[src/rtl/serial_subtractor_if.sv]
// serial_subtractor_if: start/busy/done handshake, operands and registered result.
// The ovf line exists only when SERIAL_SUB_OVERFLOW_EN is defined.
interface serial_subtractor_if #(parameter int WIDTH = 8);
    logic             start;
    logic [WIDTH-1:0] a;
    logic [WIDTH-1:0] b;
    logic             bin;
    logic             busy;
    logic             done;
    logic [WIDTH-1:0] diff;
    logic             bout;
`ifdef SERIAL_SUB_OVERFLOW_EN
    logic             ovf;
    modport master (output start, a, b, bin, input busy, done, diff, bout, ovf);
    modport slave (input start, a, b, bin, output busy, done, diff, bout, ovf);
`else
    modport master (output start, a, b, bin, input busy, done, diff, bout);
    modport slave (input start, a, b, bin, output busy, done, diff, bout);
`endif
endinterface

[src/rtl/serial_subtractor.sv]
// serial_subtractor: bit-serial a - b - bin, LSB first, one full-subtractor cell plus borrow flop.
// Defining SERIAL_SUB_OVERFLOW_EN adds a registered signed-overflow flag (ovf).
module serial_subtractor #(
    parameter int WIDTH = 8
) (
    input logic           clk,
    input logic           rst_n,
    serial_subtractor_if.slave s
);
    localparam int CW = $clog2(WIDTH);

    typedef enum logic [1:0] {IDLE, SHIFT, DONE} state_t;

    state_t           state, state_nxt;
    logic [WIDTH-1:0] x_sr, y_sr, r_sr, diff_q;
    logic [CW-1:0]    cnt;
    logic             br, bout_q;
    logic             d, br_nxt, accept, last;
`ifdef SERIAL_SUB_OVERFLOW_EN
    logic             a_msb, b_msb, ovf_q;
`endif

    always_ff @(posedge clk or negedge rst_n) begin
        if (!rst_n) state <= IDLE;
        else        state <= state_nxt;
    end

    always_comb begin
        d         = x_sr[0] ^ y_sr[0] ^ br;
        br_nxt    = (~x_sr[0] & y_sr[0]) | (~(x_sr[0] ^ y_sr[0]) & br);
        accept    = (state != SHIFT) && s.start;
        last      = cnt == CW'(WIDTH - 1);
        state_nxt = accept ? SHIFT : (state == SHIFT) ? (last ? DONE : SHIFT) : IDLE;
    end

    // Operands capture on accept; outputs only move on the final shift so they stay stable during SHIFT.
    always_ff @(posedge clk or negedge rst_n) begin
        if (!rst_n) begin
            x_sr   <= '0;
            y_sr   <= '0;
            r_sr   <= '0;
            br     <= 1'b0;
            cnt    <= '0;
            diff_q <= '0;
            bout_q <= 1'b0;
`ifdef SERIAL_SUB_OVERFLOW_EN
            a_msb  <= 1'b0;
            b_msb  <= 1'b0;
            ovf_q  <= 1'b0;
`endif
        end else if (accept) begin
            x_sr   <= s.a;
            y_sr   <= s.b;
            br     <= s.bin;
            cnt    <= '0;
`ifdef SERIAL_SUB_OVERFLOW_EN
            a_msb  <= s.a[WIDTH-1];
            b_msb  <= s.b[WIDTH-1];
`endif
        end else if (state == SHIFT) begin
            x_sr <= x_sr >> 1;
            y_sr <= y_sr >> 1;
            r_sr <= {d, r_sr[WIDTH-1:1]};
            br   <= br_nxt;
            cnt  <= cnt + CW'(1);
            if (last) begin
                diff_q <= {d, r_sr[WIDTH-1:1]};
                bout_q <= br_nxt;
`ifdef SERIAL_SUB_OVERFLOW_EN
                ovf_q  <= (a_msb != b_msb) && (d != a_msb);
`endif
            end
        end
    end

    assign s.busy = state == SHIFT;
    assign s.done = state == DONE;
    assign s.diff = diff_q;
    assign s.bout = bout_q;
`ifdef SERIAL_SUB_OVERFLOW_EN
    assign s.ovf  = ovf_q;
`endif
endmodule

[src/flat_wrapper.sv]
// flat-port wrapper written by rule: the top's interface ports become plain ports
module serial_subtractor_flat 
#(
    parameter int WIDTH = 8
)
  (clk, rst_n, s_start, s_a, s_b, s_bin, s_busy, s_done, s_diff, s_bout);
  serial_subtractor_if #(.WIDTH(WIDTH)) s_i ();
  input logic clk;
  input logic rst_n;
  input wire logic [$bits(s_i.start)-1:0] s_start;
  input wire logic [$bits(s_i.a)-1:0] s_a;
  input wire logic [$bits(s_i.b)-1:0] s_b;
  input wire logic [$bits(s_i.bin)-1:0] s_bin;
  output wire logic [$bits(s_i.busy)-1:0] s_busy;
  output wire logic [$bits(s_i.done)-1:0] s_done;
  output wire logic [$bits(s_i.diff)-1:0] s_diff;
  output wire logic [$bits(s_i.bout)-1:0] s_bout;
  assign s_i.start = s_start;
  assign s_i.a = s_a;
  assign s_i.b = s_b;
  assign s_i.bin = s_bin;
  assign s_busy = s_i.busy;
  assign s_done = s_i.done;
  assign s_diff = s_i.diff;
  assign s_bout = s_i.bout;
  serial_subtractor #(.WIDTH(WIDTH)) u_core (.clk(clk), .rst_n(rst_n), .s(s_i));
endmodule
[config.mk]
export PLATFORM = sky130hd
export DESIGN_NAME = serial_subtractor_flat
export DESIGN_NICKNAME = d
export VERILOG_FILES = /design/src/rtl/serial_subtractor_if.sv /design/src/rtl/serial_subtractor.sv /design/src/flat_wrapper.sv
export SDC_FILE = /design/constraint.sdc
export NUM_CORES = 1
export LEC_CHECK = 0
export BUFFER_PORTS_ARGS = -buffer_cell sky130_fd_sc_hd__buf_2
export CORE_MARGIN = 8
export CORE_UTILIZATION = 35
export DETAILED_ROUTE_END_ITERATION = 10
export PLACE_DENSITY = 0.55
export SLEW_MARGIN = 20
export SYNTH_ARGS = -nofsm -noshare
export SYNTH_HDL_FRONTEND = slang
export SYNTH_SLANG_ARGS = --single-unit
[constraint.sdc]
create_clock -name clk -period 1.75 [get_ports clk]
set_input_delay 0.175 -clock clk [delete_from_list [all_inputs] [get_ports clk]]
set_output_delay 0.175 -clock clk [all_outputs]
set_load 0.01 [all_outputs]
* Word level (Yosys, flattened, before mapping)
Cells that the tools add are included.
** Operators by class
- Div/mod/pow operators :: 0
- Add/sub/neg operators :: 1
- Bitwise gates (word level) :: 8
- $mul :: 0
- Eq/ne operators :: 4
- $lt $le $gt $ge :: 0
- Shift-type cells :: 0
- Reduce and logical (&&, ||, !) cells :: 4
- Mux-type cells :: 11
** Operators by type and width (number)
- $mux 8 :: 4
- $mux 2 :: 3
- $mux 3 :: 2
- $add 3x1->3 const B :: 1
- $eq 3x3->1 const B :: 1
- $not 1->1 :: 3
- $reduce_and 3->1 :: 1
- $and 1x1->1 :: 2
- $eq 2x1->1 const B :: 1
- $eq 2x2->1 const B :: 1
- $mux 1 :: 2
- $ne 2x1->1 const B :: 1
- $reduce_and 2->1 :: 1
- $reduce_bool 2->1 :: 1
- $xor 1x1->1 :: 2
- $logic_and 1x1->1 :: 1
- $or 1x1->1 :: 1
** Storage, ports and cells
- Flip-flop bits (word level) :: 39
- Bits in writable memories :: 0
- Output and inout bits :: 11
- Word-level logic and storage cells :: 36
- ROM bits :: 0
- Memories kept :: 0
- Latch bits :: 0
- Input port bits :: 20

* Depth between registers and ports, before layout
- Word-level depth :: 6
- Mapped depth :: 5

* Worst setup path before layout
No wires, ideal clock.
- Path type :: register to register
- From :: reg u_core.cnt[0]
- To :: reg u_core.diff_q[0], in the netlist u_core.s.diff[0]
- Arrival time :: 1.357 ns
- Stages on the path, launching flop included :: 6
- Clock period less this slack :: 1.482 ns
- Slack :: 0.268 ns
- Buffers on the path :: 1
- Cells stage by stage :: dfrtp_1 -> ha_1 -> ha_1 -> nand3b_1 -> buf_2 -> mux2_2
** Between the ends
- Longest elaborated chain between the ends :: 2
** RTL lines
- start: declaration :: RTL line serial_subtractor.sv:16 : logic [CW-1:0] cnt;
- start signal: assignment :: RTL line serial_subtractor.sv:65 : cnt <= cnt + CW'(1);
- $eq 3x3->1 :: RTL line serial_subtractor.sv:32 : last = cnt == CW'(WIDTH - 1);
- $reduce_and 3->1 (no source line)
- end signal: assignment :: RTL line serial_subtractor.sv:67 : diff_q <= {d, r_sr[WIDTH-1:1]};
- end: declaration :: RTL line serial_subtractor.sv:15 : logic [WIDTH-1:0] x_sr, y_sr, r_sr, diff_q;
No other way between the ends.
A chain may end at the register's enable or synchronous reset.

* Worst setup path after layout
- From :: reg u_core.cnt[0]
- To :: reg u_core.diff_q[1], in the netlist u_core.s.diff[1]
The elaborated chain is that of the path after synthesis.

==> results.sh <==
export IMPL_r2r_cells=5
export IMPL_yosys_register_bits=38
export IMPL_cts_inserted_buffers=5
export IMPL_path_buf_inv=1
export IMPL_p_per_area_mw_per_mm2=1683
export IMPL_grt_util_all_layers_pct=9.208
export IMPL_slew_headroom_pct=67.49
export IMPL_slew_violations=0
export IMPL_first_global_vias=1151
export IMPL_holdPathStages=3
export IMPL_switching_share_pct=29.92
export IMPL_timing_hold_violations_final=0
export IMPL_cp_arrival_ns=1.69
export IMPL_fmaxAchievable_mhz=659.4
export IMPL_ys_warnings_count=0
export IMPL_drtAntennaViolNets=0
export IMPL_synth_simple_area_share_pct=2.534
export IMPL_cts_root_buf="clkbuf_8"
export IMPL_async_reset_ff_share_pct=100.0
export IMPL_syn_to_final_growth_pct=18.90
export IMPL_rsz0062_at_grt="false"
export IMPL_cp_slowest_cell="dfrtp_1"
export IMPL_clock_latency_ns=0.29
export IMPL_cpLargestDelayFamily="flip-flops"
export IMPL_clk_path_buf_depth=2
export IMPL_core_area_mm2=0.005075
export IMPL_dieWidth_um=88.25
export IMPL_synth_compound_area_share_pct=0
export IMPL_drc=0
export IMPL_routed_wl_um=3302
export IMPL_grt_max_degree=22
export IMPL_cts_resized=0
export IMPL_seq_area_frac_synth_pct=52.05
export IMPL_min_to="u_core.y_sr[7]"
export IMPL_final_core_util_pct=42.80
export IMPL_antenna_found_initial=0
export IMPL_final_layout_size_suffix_gt1_share_pct=58.82
export IMPL_die_h_um=88.25
export IMPL_dieArea_mm2=0.007787
export IMPL_netlist_area_mm2=0.001827
export IMPL_synth_adder_area_share_pct=2.466
export IMPL_drt_pass1_iterations=3
export IMPL_worst_setup_path_start_kind="flip-flop"
export IMPL_slowest_delay_ns=0.40
export IMPL_cts_tree="yes"
export IMPL_crit_type="reg -> reg"
export IMPL_tns_ns=0
export IMPL_gr_total_overflow=0
export IMPL_min_period_ns=1.517
export IMPL_pwr_share_comb_pct=41.8
export IMPL_synthTopCellsByArea="dfrtp_1, mux2_4, mux2_2"
export IMPL_end_kind="flip-flop"
export IMPL_syn_num_nets=136
export IMPL_cts_sinks=38
export IMPL_synth_cells=113
export IMPL_synth_distinct_cells=13
export IMPL_grt_pass1_wl_um=5554
export IMPL_wl_per_cell_um=14.81
export IMPL_postCtsSetupBuffers=0
export IMPL_hold_start="s_b[7]"
export IMPL_synth_top_family_by_area="multiplexers"
export IMPL_io_pins=31
export IMPL_required_ns=1.92
export IMPL_floorplan_initialDensity_pct=36.00
export IMPL_htreeDepth=2
export IMPL_setup_viol=0
export IMPL_fp_row_count=26
export IMPL_ys_top_cells_by_count="dfrtp_1, mux2_4, mux2_2"
export IMPL_nNetsFinal=175
export IMPL_ir_drop_v=0.0006768
export IMPL_cts_hold_buf=1
export IMPL_internal_power_uw=2562
export IMPL_synth_top_area_share_pct=52.05
export IMPL_clkTransAtPathRegs_ns=0.07
export IMPL_fin_crit_sh_pct=86.66
export IMPL_ys_flop_type="dfrtp_1"
export IMPL_num_antenna_cells=0
export IMPL_power_frac_seq_pct=41.4
export IMPL_num_vias=982
export IMPL_worstPathMaxFanout=6
export IMPL_synth_top_cell_by_area="dfrtp_1"
export IMPL_regToRegStartpoint="u_core.cnt[0]"
export IMPL_via_per_inst=4.404
export IMPL_dp_hpwl_um=2480
export IMPL_worst_pin_slew_ns=0.4877
export IMPL_power_leakage_uw=0.001079
export IMPL_skew_ns=0.006476
export IMPL_synthMuxAreaShare_pct=38.36
export IMPL_synth_most_common_cell="dfrtp_1"
export IMPL_status="completed"
export IMPL_post_synth_cell_area_avg_um2=16.17
export IMPL_maxCapViolations=0
export IMPL_reg2reg_slack_ns=0.23
export IMPL_synth_edf_count=0
export IMPL_place_gp_congestion=0.6597
export IMPL_pwr_share_clk_pct=16.8
export IMPL_first_iter_violations=28
export IMPL_crit_chain="ha_1, ha_1, nand3b_1, buf_4, mux2_2"
export IMPL_cp_common_cell="ha_1"
export IMPL_num_fill_cells=505
export IMPL_synthXorXnorAreaFrac_pct=0
export IMPL_rr_endpoint="u_core.s.diff[1]"
export IMPL_min_path_type="in -> reg"
export IMPL_switching_power_uw=1094
export IMPL_port_buffers=30
==> kinds of logic after synthesis <==
| family | after synthesis |
|---|---|
| multiplexers | 52 |
| flip-flops | 38 |
| adder cells (fa/ha/maj) | 3 |
| AND/OR/NAND/NOR | 8 |
| buffers and inverters | 12 |
==> placed cells by master, fill, tap and decap left out <==
| cell | netlist | layout |
|---|---|---|
| nand3b_1 | 1 | 1 |
| mux2_4 | 33 | 33 |
| nor2b_1 | 3 | 3 |
| ha_1 | 2 | 2 |
| clkbuf_1 | 0 | 1 |
| fa_1 | 1 | 1 |
| buf_2 | 1 | 30 |
| clkinv_2 | 0 | 1 |
| mux2i_1 | 7 | 7 |
| buf_4 | 0 | 6 |
| mux2_2 | 12 | 12 |
| nand2b_1 | 2 | 1 |
| dlygate4sd3_1 | 0 | 1 |
| dfrtp_1 | 38 | 38 |
| buf_12 | 0 | 1 |
| clkbuf_8 | 0 | 6 |
| nor2_1 | 2 | 2 |
| inv_1 | 6 | 6 |
| nand2b_2 | 0 | 1 |
==> power groups by stage <==
stage                     clock network [uW]  logic [uW]  registers, uW
after global routing                     671        1670           1570
final                                    615        1530           1510
after global placement                     0        1510           1510
after detailed placement                   0        1550           1530
after CTS                                641        1560           1520
after floorplan                            0        1190           1510
==> tightest hold or removal path, stage by stage <==
cell and delay, ns:
buf_2 0.08, mux2i_1 0.06, nor2_1 0.08
==> layout make-up <==
class / instances / area (um2) / share of cell area, %
Multi-Input combinational cell: 63 / 794.5 / 36.58
Tap cell: 70 / 87.58 / 4.032
Timing Repair Buffer: 38 / 225.2 / 10.37
Clock inverter: 1 / 5.005 / 0.2304
Inverter: 6 / 22.52 / 1.037
Clock buffer: 7 / 86.33 / 3.975
Sequential cell: 38 / 950.9 / 43.78
==> worst max-delay path by stage <==
stage / startpoint / end / slack (ns) / cells past startpoint
after floorplan: u_core.cnt[0] / u_core.s.diff[0] / 0.27 / 5
after global placement: u_core.cnt[0] / u_core.s.diff[5] / 0.27 / 5
after detailed placement: u_core.cnt[0] / u_core.s.diff[1] / 0.23 / 5
after CTS: u_core.cnt[0] / u_core.s.diff[1] / 0.22 / 5
after global routing: u_core.cnt[0] / u_core.s.diff[1] / 0.15 / 5
final: u_core.cnt[0] / u_core.s.diff[1] / 0.23 / 5
==> stage by stage <==
stage	std cells	total power (uW)	cell area, um2	hold WS, ns	worst slack, ns
floorplan	113	2695	1827	-0.1206	0.2682
global placement	214	3020	2071	0.1322	0.2715
detailed placement	214	3086	2071	0.1451	0.2320
CTS	223	3726	2172	0.1337	0.2213
global route	223	3915	2172	0.1415	0.1536
finish	223	3655	2172	0.1395	0.2335
==> registers in the layout, indices dropped and copies added, names as in the netlist <==
name           count
u_core.s.diff      8
u_core.x_sr        8
u_core.y_sr        8
u_core.r_sr        7
u_core.cnt         3
u_core.state       2
u_core.br          1
u_core.s.bout      1
==> layer usage <==
layer / global-route usage [%] / wire length, um / vias to the layer above
li1: - / - / 461
met1: 11.27 / 1560 / 486
met2: 14.53 / 1512 / 29
met3: 3.343 / 191 / 6
met4: 3.226 / 38 / 0
met5: 0 / 0 / -
Power figures use the tool's default switching activity.
